==> src/rtl/mem_port_arbiter.sv <==
// mem_port_arbiter: shares one memory port between an instruction-fetch
// requester (if_*) and a load/store requester (dm_*).
//   clk, rst        : clock, asynchronous active-low reset
//   if_req/if_addr  : fetch request in; if_rdata/if_ready out
//   dm_req/dm_we/dm_size/dm_addr/dm_wdata : data request in; dm_rdata/dm_ready out
//   mem_valid/mem_we/mem_size/mem_addr/mem_wdata : registered memory request
//   mem_ready/mem_rdata : memory completion and read data
//   arb_busy        : high while a transaction is in flight
// Optional: define ARB_FAIRNESS_EN so that fetch gets every fourth grant
// while both sides keep requesting; otherwise dm has strict priority.
module mem_port_arbiter #(
    parameter int unsigned ADDR_W = 32,
    parameter int unsigned DATA_W = 32
) (
    input  logic              clk,
    input  logic              rst,
    input  logic              if_req,
    input  logic [ADDR_W-1:0] if_addr,
    output logic [DATA_W-1:0] if_rdata,
    output logic              if_ready,
    input  logic              dm_req,
    input  logic              dm_we,
    input  logic [2:0]        dm_size,
    input  logic [ADDR_W-1:0] dm_addr,
    input  logic [DATA_W-1:0] dm_wdata,
    output logic [DATA_W-1:0] dm_rdata,
    output logic              dm_ready,
    output logic              mem_valid,
    output logic              mem_we,
    output logic [2:0]        mem_size,
    output logic [ADDR_W-1:0] mem_addr,
    output logic [DATA_W-1:0] mem_wdata,
    input  logic              mem_ready,
    input  logic [DATA_W-1:0] mem_rdata,
    output logic              arb_busy
);

    typedef enum logic [1:0] {
        IDLE   = 2'd0,
        BUSY_I = 2'd1,
        BUSY_D = 2'd2
    } state_e;

    localparam logic [2:0] FETCH_SIZE = 3'b010;

    state_e              state_q, state_d;
    logic                mem_valid_q, mem_valid_d;
    logic                mem_we_q, mem_we_d;
    logic [2:0]          mem_size_q, mem_size_d;
    logic [ADDR_W-1:0]   mem_addr_q, mem_addr_d;
    logic [DATA_W-1:0]   mem_wdata_q, mem_wdata_d;
    logic [DATA_W-1:0]   if_rdata_q, if_rdata_d;
    logic [DATA_W-1:0]   dm_rdata_q, dm_rdata_d;
    logic                if_ready_q, if_ready_d;
    logic                dm_ready_q, dm_ready_d;
    logic                arb_busy_q, arb_busy_d;
    logic                if_ok_c, dm_ok_c, fair_grant_c;

    // A request whose completion pulse is showing this cycle is already served.
    assign if_ok_c = if_req && !if_ready_q;
    assign dm_ok_c = dm_req && !dm_ready_q;

`ifdef ARB_FAIRNESS_EN
    logic [1:0] fair_cnt_q, fair_cnt_d;

    assign fair_grant_c = dm_req && if_ok_c && (fair_cnt_q == 2'd3);

    // Consecutive dm grants taken while fetch was waiting; saturates at 3.
    always_comb begin
        fair_cnt_d = fair_cnt_q;
        if (state_q == IDLE && state_d == BUSY_I) begin
            fair_cnt_d = 2'd0;
        end else if (state_q == IDLE && state_d == BUSY_D) begin
            if (!if_req)                 fair_cnt_d = 2'd0;
            else if (fair_cnt_q != 2'd3) fair_cnt_d = fair_cnt_q + 2'd1;
        end
    end

    always_ff @(posedge clk or negedge rst) begin
        if (!rst) fair_cnt_q <= 2'd0;
        else      fair_cnt_q <= fair_cnt_d;
    end
`else
    assign fair_grant_c = 1'b0;
`endif

    // State register and registered outputs.
    always_ff @(posedge clk or negedge rst) begin
        if (!rst) begin
            state_q     <= IDLE;
            mem_valid_q <= 1'b0;
            mem_we_q    <= 1'b0;
            mem_size_q  <= 3'b000;
            mem_addr_q  <= '0;
            mem_wdata_q <= '0;
            if_rdata_q  <= '0;
            dm_rdata_q  <= '0;
            if_ready_q  <= 1'b0;
            dm_ready_q  <= 1'b0;
            arb_busy_q  <= 1'b0;
        end else begin
            state_q     <= state_d;
            mem_valid_q <= mem_valid_d;
            mem_we_q    <= mem_we_d;
            mem_size_q  <= mem_size_d;
            mem_addr_q  <= mem_addr_d;
            mem_wdata_q <= mem_wdata_d;
            if_rdata_q  <= if_rdata_d;
            dm_rdata_q  <= dm_rdata_d;
            if_ready_q  <= if_ready_d;
            dm_ready_q  <= dm_ready_d;
            arb_busy_q  <= arb_busy_d;
        end
    end

    // Arbitration: a raw dm_req blocks fetch even in dm's own ready cycle,
    // so a continuously held dm_req keeps the port unless fairness steps in.
    always_comb begin
        state_d = state_q;
        unique case (state_q)
            IDLE: begin
                if (fair_grant_c)  state_d = BUSY_I;
                else if (dm_req) begin
                    if (dm_ok_c)   state_d = BUSY_D;
                end
                else if (if_ok_c)  state_d = BUSY_I;
            end
            BUSY_I, BUSY_D: begin
                if (mem_ready)     state_d = IDLE;
            end
            default:               state_d = IDLE;
        endcase
    end

    // Output next-values: load the memory request on a grant, hold it until
    // mem_ready, then pulse the owner's ready and capture read data.
    always_comb begin
        mem_valid_d = mem_valid_q;
        mem_we_d    = mem_we_q;
        mem_size_d  = mem_size_q;
        mem_addr_d  = mem_addr_q;
        mem_wdata_d = mem_wdata_q;
        if_rdata_d  = if_rdata_q;
        dm_rdata_d  = dm_rdata_q;
        if_ready_d  = 1'b0;
        dm_ready_d  = 1'b0;
        arb_busy_d  = (state_d != IDLE);
        if (state_q == IDLE) begin
            if (state_d == BUSY_D) begin
                mem_valid_d = 1'b1;
                mem_we_d    = dm_we;
                mem_size_d  = dm_size;
                mem_addr_d  = dm_addr;
                mem_wdata_d = dm_wdata;
            end else if (state_d == BUSY_I) begin
                mem_valid_d = 1'b1;
                mem_we_d    = 1'b0;
                mem_size_d  = FETCH_SIZE;
                mem_addr_d  = if_addr;
                mem_wdata_d = '0;
            end
        end else if (mem_ready) begin
            mem_valid_d = 1'b0;
            if (state_q == BUSY_I) begin
                if_ready_d = 1'b1;
                if_rdata_d = mem_rdata;
            end else begin
                dm_ready_d = 1'b1;
                if (!mem_we_q) dm_rdata_d = mem_rdata;
            end
        end
    end

    assign mem_valid = mem_valid_q;
    assign mem_we    = mem_we_q;
    assign mem_size  = mem_size_q;
    assign mem_addr  = mem_addr_q;
    assign mem_wdata = mem_wdata_q;
    assign if_rdata  = if_rdata_q;
    assign dm_rdata  = dm_rdata_q;
    assign if_ready  = if_ready_q;
    assign dm_ready  = dm_ready_q;
    assign arb_busy  = arb_busy_q;

endmodule

==> config.mk <==
export PLATFORM = sky130hd
export DESIGN_NAME = mem_port_arbiter
export DESIGN_NICKNAME = d
export VERILOG_FILES = /design/src/rtl/mem_port_arbiter.sv
export SDC_FILE = /design/constraint.sdc
export NUM_CORES = 1
export LEC_CHECK = 0
export ABC_CLOCK_PERIOD_IN_PS = 4100
export CAP_MARGIN = 5
export CORE_ASPECT_RATIO = 1.25
export CORE_UTILIZATION = 35
export DETAILED_ROUTE_END_ITERATION = 8
export MAX_ROUTING_LAYER = met4
export PLACE_DENSITY = 0.73
export SLEW_MARGIN = 40
export SYNTH_ARGS = -nofsm -noshare
export SYNTH_HDL_FRONTEND = slang
export SYNTH_SLANG_ARGS = --single-unit
==> constraint.sdc <==
create_clock -name clk -period 4.1 [get_ports clk]
set_input_delay 0.41 -clock clk [delete_from_list [all_inputs] [get_ports clk]]
set_output_delay 0.41 -clock clk [all_outputs]
set_load 0.03 [all_outputs]
Word level (Yosys, flattened, before mapping)
Index checks and enable logic that the tools add are counted.
{"block": "word_totals", "elab_cells": 55, "inputBits": 137, "out_inout_bits": 136, "register_bits": 138}
{"block": "op_classes", "n_reduce_logical": 13, "mux": 23, "n_eq_ne": 5, "n_bitwise": 3}
{"cell": "$mux 32", "count": 4}
{"cell": "$mux 1", "count": 12}
{"cell": "$mux 2", "count": 4}
{"cell": "$mux 3", "count": 2}
{"cell": "$reduce_bool 2->1", "count": 3}
{"cell": "$eq 2x1->1 const B", "count": 2}
{"cell": "$eq 2x2->1 const B", "count": 2}
{"cell": "$pmux 2 s2", "count": 1}
{"cell": "$reduce_and 2->1", "count": 2}
{"cell": "$reduce_and 4->1", "count": 1}
{"cell": "$ne 3x1->1 const B", "count": 1}
{"cell": "$not 1->1", "count": 3}
{"cell": "$reduce_and 3->1", "count": 1}
{"cell": "$logic_and 1x1->1", "count": 2}
{"cell": "$logic_not 1->1", "count": 2}
{"cell": "$logic_not 2->1", "count": 1}
{"cell": "$reduce_or 2->1", "count": 1}

Logic depth before layout (Yosys ltp)
Gate-level depths: netlist of run 1.
{"block": "depth", "word_depth": 9, "depth_mapped": 12, "mapped_depth_nobuf": 9}

Least setup slack after synthesis of run 1
Ideal clock, no wire load.
{"block": "synth_timing", "path_type": "register -> register", "from": "reg state_q[0]", "to": "reg mem_wdata_q[18] (netlist: mem_wdata[18])", "required_time_ps": 4034, "path_stages_with_launch": 12, "arrival_time_ps": 2191, "slack_ps": 1843, "cell_sequence": "dfrtp_1 inv_1 ha_1 nor2b_1 nand2_1 a31o_2 ha_1 nand2_1 clkbuf_1 buf_2 nand2_1 nand2_1"}
{"block": "synth_via", "elab_chain_len": 6, "word_cells_on_any_way": 14, "cone_classes": "eq/ne (4); mux (6); reduce/logical (4)"}
{"item": "from (decl)", "line": "46", "rtl": "state_e state_q, state_d;"}
{"item": "from (signal assigned)", "line": "102", "rtl": "state_q <= state_d;"}
{"item": "$eq 2x1->1, or another cell as far along", "line": "120", "rtl": "unique case (state_q)"}
{"item": "$reduce_or 2->1 / $mux 2 (equally long branches)", "line": "120, 123"}
{"item": "$pmux 2 s2", "line": "120"}
{"item": "$eq 2x2->1 / $eq 2x1->1 (equally long branches)", "line": "149, 155"}
{"item": "$reduce_bool 2->1 (no line)"}
{"item": "$reduce_and 2->1 (no line)"}
{"item": "to (signal assigned)", "line": "107", "rtl": "mem_wdata_q <= mem_wdata_d;"}
{"item": "to (decl)", "line": "51", "rtl": "logic [DATA_W-1:0] mem_wdata_q, mem_wdata_d;"}
Several ways; a longest one is shown, not always the timed one.
A chain may end at the register's enable or synchronous reset.

Worst setup path in the final report of run 1
{"block": "layout_timing", "from": "reg state_q[1]", "to": "reg mem_addr_q[20] (netlist: mem_addr[20])"}
{"block": "layout_via", "elab_chain_len": 6, "word_cells_on_any_way": 14, "cone_classes": "eq/ne (4); mux (6); reduce/logical (4)"}
{"item": "$eq 2x1->1, or another cell as far along", "line": "120"}
{"item": "$reduce_or 2->1 / $mux 2 (equally long branches)", "line": "120, 123"}
{"item": "$pmux 2 s2", "line": "120"}
{"item": "$eq 2x2->1 / $eq 2x1->1 (equally long branches)", "line": "149, 155"}
{"item": "$reduce_bool 2->1 (no line)"}
{"item": "$reduce_and 2->1 (no line)"}
{"item": "to (signal assigned)", "line": "106", "rtl": "mem_addr_q <= mem_addr_d;"}
{"item": "to (decl)", "line": "50", "rtl": "logic [ADDR_W-1:0] mem_addr_q, mem_addr_d;"}
Several ways; a longest one is shown, not always the timed one.

==> impl_results.html, run 1 <==
<table>
<tr><th>Metric</th><th>Value</th></tr>
<tr><th colspan="2">STA</th></tr>
<tr><td>Total count of max-transition violations in the final report</td><td>0</td></tr>
<tr><td>Final-report hold violation count</td><td>0</td></tr>
<tr><td>Fraction of the cycle the final worst path needs</td><td>63.8%</td></tr>
<tr><td>Setup_tns</td><td>0 ns</td></tr>
<tr><td>Time the final worst path needs with I/O delays and setup</td><td>2.62 ns</td></tr>
<tr><td>Setup violation total in the final timing report</td><td>0</td></tr>
<tr><td>Worst max-slew margin expressed relative to the limit</td><td>52.6%</td></tr>
<tr><td>RSZ-0062 raised after global routing</td><td>false</td></tr>
<tr><td>Worst clock skew</td><td>0.0115 ns</td></tr>
<tr><td>Final Hold Slack</td><td>0.471 ns</td></tr>
<tr><td>Highest clock frequency the design can meet</td><td>382 MHz</td></tr>
<tr><td>Pin slew with the least headroom to its limit</td><td>0.711 ns</td></tr>
<tr><th colspan="2">Global routing</th></tr>
<tr><td>Wire length of the first global-routing pass</td><td>24100 microns</td></tr>
<tr><td>Antenna violations before repair</td><td>0</td></tr>
<tr><td>Maximum number of pins on one net before global-route repair</td><td>100</td></tr>
<tr><td>GRT Overall Usage</td><td>19.3%</td></tr>
<tr><td>Global-route congestion overflow total</td><td>0</td></tr>
<tr><td>Vias in the first global route</td><td>4826</td></tr>
<tr><th colspan="2">Clock network</th></tr>
<tr><td>Skew-Pair Late Insertion Delay</td><td>0.41 ns</td></tr>
<tr><td>Clock tree from TritonCTS</td><td>done</td></tr>
<tr><td>Number of instances resized during post-cts repair</td><td>0</td></tr>
<tr><td>CTS buffer count</td><td>17</td></tr>
<tr><td>Number of clock sinks seen by CTS</td><td>138</td></tr>
<tr><td>Deepest level of the CTS H-tree</td><td>4</td></tr>
<tr><td>Clock-pin slew on the worst setup and hold paths</td><td>0.06 ns</td></tr>
<tr><td>Clock tree root driver cell</td><td>sky130_fd_sc_hd__clkbuf_16</td></tr>
<tr><td>Clock Path Buffers</td><td>2</td></tr>
<tr><th colspan="2">Critical path</th></tr>
<tr><td>Crit path largest cell delay</td><td>0.49 ns</td></tr>
<tr><td>Kind of capture point of the worst setup path</td><td>register</td></tr>
<tr><td>Data arrival time at the worst-slack endpoint</td><td>2.88 ns</td></tr>
<tr><td>Register-to-register setup slack</td><td>1.48 ns</td></tr>
<tr><td>Worst-path cell with the longest stage delay</td><td>sky130_fd_sc_hd__buf_6</td></tr>
<tr><td>Required time worst endpoint</td><td>4.36 ns</td></tr>
<tr><td>CP cell instances</td><td>inv_1, ha_1, nand2_1, a21o_1, a31o_2, ha_1, nand2_2, buf_6, o21ai_0</td></tr>
<tr><td>Startpoint type of the worst setup path</td><td>register</td></tr>
<tr><td>Crit path kind</td><td>register to register</td></tr>
<tr><td>CP dominant cell by count</td><td>sky130_fd_sc_hd__ha_1</td></tr>
<tr><td>Critical path peak fanout</td><td>99</td></tr>
<tr><td>Cells on worst reg2reg path</td><td>9</td></tr>
<tr><th colspan="2">Floorplan</th></tr>
<tr><td>Height of the chip</td><td>145 microns</td></tr>
<tr><td>Initial Utilization</td><td>35.6%</td></tr>
<tr><td>Overall die area</td><td>16900 sq um</td></tr>
<tr><td>Number of placed I/O pins</td><td>273</td></tr>
<tr><td>Area of the placeable core</td><td>16100 sq um</td></tr>
<tr><td>Number of placement rows</td><td>52</td></tr>
<tr><td>Chip Width</td><td>117 microns</td></tr>
<tr><th colspan="2">Synth</th></tr>
<tr><td>Sequential area share after synthesis</td><td>60.1%</td></tr>
<tr><td>Net Count, Synth</td><td>611</td></tr>
<tr><td>Leading post-synthesis cells by cell area</td><td>sky130_fd_sc_hd__dfrtp_1 (60%), sky130_fd_sc_hd__mux2_4 (7.1%), sky130_fd_sc_hd__nand2_1 (6.9%)</td></tr>
<tr><td>Unique cell type count in the Yosys netlist</td><td>26</td></tr>
<tr><td>Post-synth top area cell</td><td>sky130_fd_sc_hd__dfrtp_1</td></tr>
<tr><td>Synth top area share</td><td>60.1%</td></tr>
<tr><td>Number of instances in the synthesized netlist</td><td>468</td></tr>
<tr><td>Flop and latch count out of synthesis</td><td>138</td></tr>
<tr><td>Post-synthesis average cell area</td><td>12.3 sq um</td></tr>
<tr><td>Synth Cell Area</td><td>5740 sq um</td></tr>
<tr><td>Synthesis warning total</td><td>0</td></tr>
<tr><th colspan="2">Run</th></tr>
<tr><td>Max cap viols</td><td>0</td></tr>
<tr><th colspan="2">Worst hold path</th></tr>
<tr><td>Number of stages on the worst hold path</td><td>2</td></tr>
<tr><td>Worst min path class</td><td>register to register</td></tr>
<tr><th colspan="2">Route</th></tr>
<tr><td>Routed wirelength normalized by instance count</td><td>15.8 microns</td></tr>
<tr><td>Vias/cell</td><td>4.66</td></tr>
<tr><td>Residual antenna-violating net count after detailed routing</td><td>0</td></tr>
<tr><td>Total detailed-routing wirelength</td><td>15300 microns</td></tr>
<tr><td>Routed vias</td><td>4500</td></tr>
<tr><td>DR iter-0 viols</td><td>139</td></tr>
<tr><td>Total iterations of the first detailed-routing run</td><td>4</td></tr>
<tr><td>DRC Markers</td><td>0</td></tr>
<tr><th colspan="2">Place</th></tr>
<tr><td>Hpwl dp</td><td>11100 microns</td></tr>
<tr><td>Placed Area</td><td>8640 sq um</td></tr>
<tr><td>Placed cell count</td><td>933</td></tr>
<tr><td>Weighted congestion reported at the end of routability-driven placement</td><td>0.779</td></tr>
<tr><td>Port Buffer Count</td><td>272</td></tr>
<tr><th colspan="2">Layout</th></tr>
<tr><td>Final std cell area, no fill</td><td>9310 sq um</td></tr>
<tr><td>Share of cells above drive strength 1</td><td>13.9%</td></tr>
<tr><td>Final Net Count</td><td>880</td></tr>
<tr><td>Final cell count without fillers</td><td>966</td></tr>
<tr><td>Number of diodes</td><td>0</td></tr>
<tr><td>Final standard cell utilization of the core</td><td>57.7%</td></tr>
<tr><td>Commonest cells after routing, fill and taps aside</td><td>sky130_fd_sc_hd__clkdlybuf4s50_1 (271), sky130_fd_sc_hd__dfrtp_1 (138), sky130_fd_sc_hd__nand2_1 (105)</td></tr>
<tr><td>Area grow syn2layout</td><td>62.1%</td></tr>
<tr><td>Leading cell type in the layout, fill and taps excluded</td><td>sky130_fd_sc_hd__clkdlybuf4s50_1</td></tr>
<tr><th colspan="2">Power</th></tr>
<tr><td>Internal power consumption</td><td>5250 uW</td></tr>
<tr><td>Logic pwr share</td><td>53.8%</td></tr>
<tr><td>Clock power frac</td><td>18.8%</td></tr>
<tr><td>Portion of total power attributed to sequential cells</td><td>27.4%</td></tr>
<tr><td>Leak</td><td>0.00415 uW</td></tr>
<tr><td>Switching Power</td><td>3670 uW</td></tr>
<tr><td>Proportion of total power due to net switching</td><td>41.2%</td></tr>
<tr><td>Largest vdd supply drop</td><td>450 uV</td></tr>
<tr><td>Pwr dens</td><td>959 nW/um^2</td></tr>
<tr><th colspan="2">Outcome</th></tr>
<tr><td>Result of the run</td><td>finished clean</td></tr>
</table>
critical path, delay by kind of cell (launching register included):
family                   cells  cell delay [ns]
buffers and inverters        2             0.59
adder cells (fa/ha/maj)      2             0.64
AO/OA/AOI/OAI                3             0.60
AND/OR/NAND/NOR              2             0.17
flip-flops                   1             0.41
registers in the layout, indices dropped and copies added, names as in the netlist:
name,cells
dm_ready,1
dm_rdata,32
if_rdata,32
if_ready,1
mem_size,3
arb_busy,1
mem_wdata,32
mem_addr,32
state_q,2
mem_valid,1
mem_we,1
kinds of logic (layout without fill, tap and decap cells):
logic type	count (synthesis)	in the layout	synth area share (%)
AND/OR/NAND/NOR	152	152	11.2
adder cells (fa/ha/maj)	6	6	1.31
AO/OA/AOI/OAI	40	40	3.77
multiplexers	96	96	19.9
flip-flops	138	138	60.1
buffers and inverters	36	318	3.70
cell type report:
cell class,count,area (sq um)
multi-input combinational,294,2100
sequential,138,3450
timing repair buffer,280,2820
fill,1366,6830
clock inverter,10,188
tap,216,270
clock buffer,22,464
inverter,6,22.5
metal layers:
layer | wire, microns | up-vias | track usage (%)
met5 | 0 | - | -
met4 | 381 | 0 | 8.99
met3 | 1020 | 26 | 5.14
met2 | 7980 | 180 | 32.4
met1 | 5900 | 2170 | 20.9
li1 | - | 2124 | -
path summary, 6_finish.rpt:
check,from,endpoint
max reg2reg,state_q[1],mem_addr[20]
max,state_q[1],mem_addr[20]
min,mem_wdata[0],mem_wdata[0]
max in group asynchronous,rst,if_rdata[4]
min in group asynchronous,rst,if_rdata[27]
min reg2reg,mem_wdata[0],mem_wdata[0]
cell usage after synthesis:
cell type / instances
sky130_fd_sc_hd__dfrtp_1: 138
sky130_fd_sc_hd__nand2_1: 106
sky130_fd_sc_hd__nand3_1: 37
sky130_fd_sc_hd__mux2_2: 34
sky130_fd_sc_hd__o21ai_0: 33
sky130_fd_sc_hd__mux2i_1: 32
sky130_fd_sc_hd__mux2_4: 27
sky130_fd_sc_hd__clkbuf_1: 12
sky130_fd_sc_hd__buf_2: 11
sky130_fd_sc_hd__ha_1: 6
sky130_fd_sc_hd__inv_1: 6
sky130_fd_sc_hd__a31oi_1: 3
sky130_fd_sc_hd__buf_12: 3
sky130_fd_sc_hd__mux2_1: 3
sky130_fd_sc_hd__a31o_2: 2
sky130_fd_sc_hd__buf_1: 2
sky130_fd_sc_hd__buf_6: 2
sky130_fd_sc_hd__nand3b_1: 2
sky130_fd_sc_hd__nor2_1: 2
sky130_fd_sc_hd__a21o_1: 1
sky130_fd_sc_hd__and2_1: 1
sky130_fd_sc_hd__and2b_1: 1
sky130_fd_sc_hd__nand2b_1: 1
sky130_fd_sc_hd__nor2b_1: 1
sky130_fd_sc_hd__nor3b_2: 1
sky130_fd_sc_hd__o31ai_1: 1
repair_timing:
item	CTS	global route
hold endpoints to repair	43	0
setup buffers	0	0
hold buffers	1	0
metrics by stage:
stage	setup slack (ns)	total power (uW)
global placement	1.27	7130
detailed placement	1.15	7300
floorplan	1.84	5380
CTS	1.30	9030
global route	1.28	9440
finish	1.48	8920
power by group through the flow:
stage	Sequential (uW)	Combinational [uW]	Clock [uW]
2_1_floorplan	3710	1660	0
3_3_place_gp	2430	4700	0
3_5_place_dp	2450	4840	0
4_1_cts	2450	4860	1730
5_1_grt	2520	5130	1780
6_report	2440	4800	1680
(Power assumes the default switching activity.)
==> run 2, diff against run 1 <==
- ABC_CLOCK_PERIOD_IN_PS: 4100 -> 2600
- clock period: 4.1 -> 2.6 ns (I/O delays scaled with it)
==> run 2 against run 1 <==
Sequential share of layout area is 0.15 points lower; non-clock buffer count is 3 higher; critical path depth stayed put; power is 57% higher; count of clock-buffer cells in the layout is 4 lower; critical endpoint is now mem_addr[17]; largest cell class unchanged; largest power group unchanged.
==> impl_results.html, run 2 (synthesis results as in run 1) <==
<table>
<tr><th>Metric</th><th>Value</th></tr>
<tr><th colspan="2">Clock network</th></tr>
<tr><td>Clock tree from TritonCTS</td><td>done</td></tr>
<tr><td>Number of clock sinks seen by CTS</td><td>138</td></tr>
<tr><td>Clock Path Buffers</td><td>2</td></tr>
<tr><td>Clock tree root driver cell</td><td>sky130_fd_sc_hd__clkbuf_16</td></tr>
<tr><td>CTS buffer count</td><td>17</td></tr>
<tr><td>Skew-Pair Late Insertion Delay</td><td>0.41 ns</td></tr>
<tr><td>Deepest level of the CTS H-tree</td><td>4</td></tr>
<tr><td>Number of post-CTS setup repair buffers</td><td>0</td></tr>
<tr><td>Clock-pin slew on the worst setup and hold paths</td><td>0.06 ns</td></tr>
<tr><th colspan="2">STA</th></tr>
<tr><td>Setup violation total in the final timing report</td><td>0</td></tr>
<tr><td>Fraction of the cycle the final worst path needs</td><td>91.8%</td></tr>
<tr><td>RSZ-0062 raised after global routing</td><td>false</td></tr>
<tr><td>Setup_tns</td><td>0 ns</td></tr>
<tr><td>Worst clock skew</td><td>0.0156 ns</td></tr>
<tr><td>Time the final worst path needs with I/O delays and setup</td><td>2.39 ns</td></tr>
<tr><td>Final Hold Slack</td><td>0.407 ns</td></tr>
<tr><td>Setup WS post-layout</td><td>0.213 ns</td></tr>
<tr><td>Final-report hold violation count</td><td>0</td></tr>
<tr><td>Worst max-slew margin expressed relative to the limit</td><td>57.9%</td></tr>
<tr><td>Total count of max-transition violations in the final report</td><td>0</td></tr>
<tr><td>Pin slew with the least headroom to its limit</td><td>0.632 ns</td></tr>
<tr><td>Highest clock frequency the design can meet</td><td>419 MHz</td></tr>
<tr><th colspan="2">Power</th></tr>
<tr><td>Proportion of total power due to net switching</td><td>42.1%</td></tr>
<tr><td>Clock power frac</td><td>16.9%</td></tr>
<tr><td>Leak</td><td>0.00417 uW</td></tr>
<tr><td>Total power consumption of the routed design</td><td>14000 uW</td></tr>
<tr><td>Portion of total power attributed to sequential cells</td><td>27.4%</td></tr>
<tr><td>Logic pwr share</td><td>55.7%</td></tr>
<tr><td>Switching Power</td><td>5910 uW</td></tr>
<tr><td>Pwr dens</td><td>1500 nW/um^2</td></tr>
<tr><td>Internal power consumption</td><td>8130 uW</td></tr>
<tr><td>Largest vdd supply drop</td><td>685 uV</td></tr>
<tr><th colspan="2">Floorplan</th></tr>
<tr><td>Initial Utilization</td><td>35.6%</td></tr>
<tr><td>Number of placed I/O pins</td><td>273</td></tr>
<tr><td>Chip Width</td><td>117 microns</td></tr>
<tr><td>Number of placement rows</td><td>52</td></tr>
<tr><td>Area of the placeable core</td><td>16100 sq um</td></tr>
<tr><td>Overall die area</td><td>16900 sq um</td></tr>
<tr><td>Height of the chip</td><td>145 microns</td></tr>
<tr><th colspan="2">Critical path</th></tr>
<tr><td>Worst r2r dst</td><td>mem_addr[17]</td></tr>
<tr><td>Worst-path cell with the longest stage delay</td><td>sky130_fd_sc_hd__dfrtp_1</td></tr>
<tr><td>Data arrival time at the worst-slack endpoint</td><td>2.67 ns</td></tr>
<tr><td>CP cell instances</td><td>inv_1, ha_2, nor2b_1, nand2_1, a31oi_1, ha_4, buf_12, mux2i_1, o21ai_0</td></tr>
<tr><td>Logic depth of the worst path, buffers included</td><td>9</td></tr>
<tr><td>Crit-path leading delay family</td><td>adder cells</td></tr>
<tr><td>Kind of capture point of the worst setup path</td><td>register</td></tr>
<tr><td>Cells on worst reg2reg path</td><td>9</td></tr>
<tr><td>Required time worst endpoint</td><td>2.88 ns</td></tr>
<tr><td>Startpoint type of the worst setup path</td><td>register</td></tr>
<tr><td>Crit path largest cell delay</td><td>0.42 ns</td></tr>
<tr><td>Critical path peak fanout</td><td>28</td></tr>
<tr><td>Register-to-register setup slack</td><td>0.21 ns</td></tr>
<tr><td>R2R Path Start</td><td>state_q[0]</td></tr>
<tr><td>Critical path buffers and inverters</td><td>2</td></tr>
<tr><td>Crit path kind</td><td>register to register</td></tr>
<tr><th colspan="2">Route</th></tr>
<tr><td>Total detailed-routing wirelength</td><td>15700 microns</td></tr>
<tr><td>Total iterations of the first detailed-routing run</td><td>6</td></tr>
<tr><td>DRC Markers</td><td>0</td></tr>
<tr><td>Residual antenna-violating net count after detailed routing</td><td>0</td></tr>
<tr><td>DR iter-0 viols</td><td>138</td></tr>
<tr><td>Routed wirelength normalized by instance count</td><td>16.3 microns</td></tr>
<tr><td>Routed vias</td><td>4541</td></tr>
<tr><td>Vias/cell</td><td>4.69</td></tr>
<tr><th colspan="2">Worst hold path</th></tr>
<tr><td>Endpoint with the worst hold slack</td><td>mem_wdata[25]</td></tr>
<tr><td>Startpoint of the most critical hold path</td><td>dm_wdata[25]</td></tr>
<tr><td>Worst min path class</td><td>input pin to register</td></tr>
<tr><td>Number of stages on the worst hold path</td><td>3</td></tr>
<tr><th colspan="2">Run</th></tr>
<tr><td>Max cap viols</td><td>0</td></tr>
<tr><th colspan="2">Global routing</th></tr>
<tr><td>Antenna violations before repair</td><td>0</td></tr>
<tr><td>GRT Overall Usage</td><td>19.5%</td></tr>
<tr><td>Vias in the first global route</td><td>4947</td></tr>
<tr><td>Global-route congestion overflow total</td><td>0</td></tr>
<tr><td>Maximum number of pins on one net before global-route repair</td><td>100</td></tr>
<tr><td>Wire length of the first global-routing pass</td><td>24500 microns</td></tr>
<tr><th colspan="2">Layout</th></tr>
<tr><td>Share of cells above drive strength 1</td><td>14.6%</td></tr>
<tr><td>Number of diodes</td><td>0</td></tr>
<tr><td>Commonest cells after routing, fill and taps aside</td><td>sky130_fd_sc_hd__clkdlybuf4s50_1 (271), sky130_fd_sc_hd__dfrtp_1 (138), sky130_fd_sc_hd__nand2_1 (105)</td></tr>
<tr><td>Area grow syn2layout</td><td>62.7%</td></tr>
<tr><td>Final Net Count</td><td>883</td></tr>
<tr><td>Leading cell type in the layout, fill and taps excluded</td><td>sky130_fd_sc_hd__clkdlybuf4s50_1</td></tr>
<tr><th colspan="2">Outcome</th></tr>
<tr><td>Result of the run</td><td>finished clean</td></tr>
<tr><th colspan="2">Place</th></tr>
<tr><td>Pre-CTS worst setup slack</td><td>0.187 ns</td></tr>
<tr><td>Port Buffer Count</td><td>272</td></tr>
<tr><td>Weighted congestion reported at the end of routability-driven placement</td><td>0.741</td></tr>
<tr><td>Hpwl dp</td><td>11200 microns</td></tr>
</table>
==> run 2: changes by cell type in the layout (fill, tap and decap cells not counted), sizes merged <==
cell / before / now
clkinv: 1 / 8
bufinv: 5 / 2
clkbuf: 22 / 19
buf: 8 / 10
clkinvlp: 2 / 1
==> run 2: layout make-up <==
cell class	instances	area (sq um)
Clock buffer	18	439
Fill cell	1415	6790
Sequential cell	138	3450
Inverter	6	22.5
Clock inverter	13	144
Timing Repair Buffer	283	2920
Tap cell	216	270
Multi-Input combinational cell	294	2100
==> run 2: per-layer routing <==
metal	track usage [%]	up-vias	wire (microns)
li1	-	2131	-
met1	21.0	2206	6130
met2	33.3	178	8200
met3	5.51	26	1090
met4	7.78	0	321
met5	-	-	0
==> run 2: worst min-delay path, cell delays in order <==
cell and delay, ns:
sky130_fd_sc_hd__clkdlybuf4s50_1 0.39, sky130_fd_sc_hd__nand3_1 0.07, sky130_fd_sc_hd__nand2_1 0.05
==> run 2: through the flow <==
step           cells  instance area, sq um  util (%)
6_report         968                  9350      57.9
5_1_grt          968                  9350      57.9
4_1_cts          967                  9310      57.7
3_5_place_dp     935                  8720      54.0
3_3_place_gp     935                  8720      54.0
2_1_floorplan    468                  5740         -
==> run 2: worst max path at each step <==
stage | startpoint | to | slack (ns)
floorplan | state_q[0] | mem_wdata[18] | 0.34
CTS | state_q[0] | mem_addr[28] | 0.19
finish | state_q[0] | mem_addr[17] | 0.21
global placement | mem_ready | mem_addr[14] | 0.33
detailed placement | state_q[0] | mem_addr[30] | 0.19
global route | state_q[0] | mem_addr[17] | 0.02
==> run 2: power by group through the flow <==
stage	registers (uW)	logic, uW	clock network, uW
6_report	3840	7830	2370
5_1_grt	3970	8350	2530
4_1_cts	3850	7790	2440
3_5_place_dp	3860	7780	0
3_3_place_gp	3810	7600	0
2_1_floorplan	5860	2620	0
==> run 2: repair_timing <==
item,CTS,global route
endpoints found under the setup margin,0,8
endpoints found under the hold margin,64,0
hold buffers,1,0
gates resized for setup,0,2
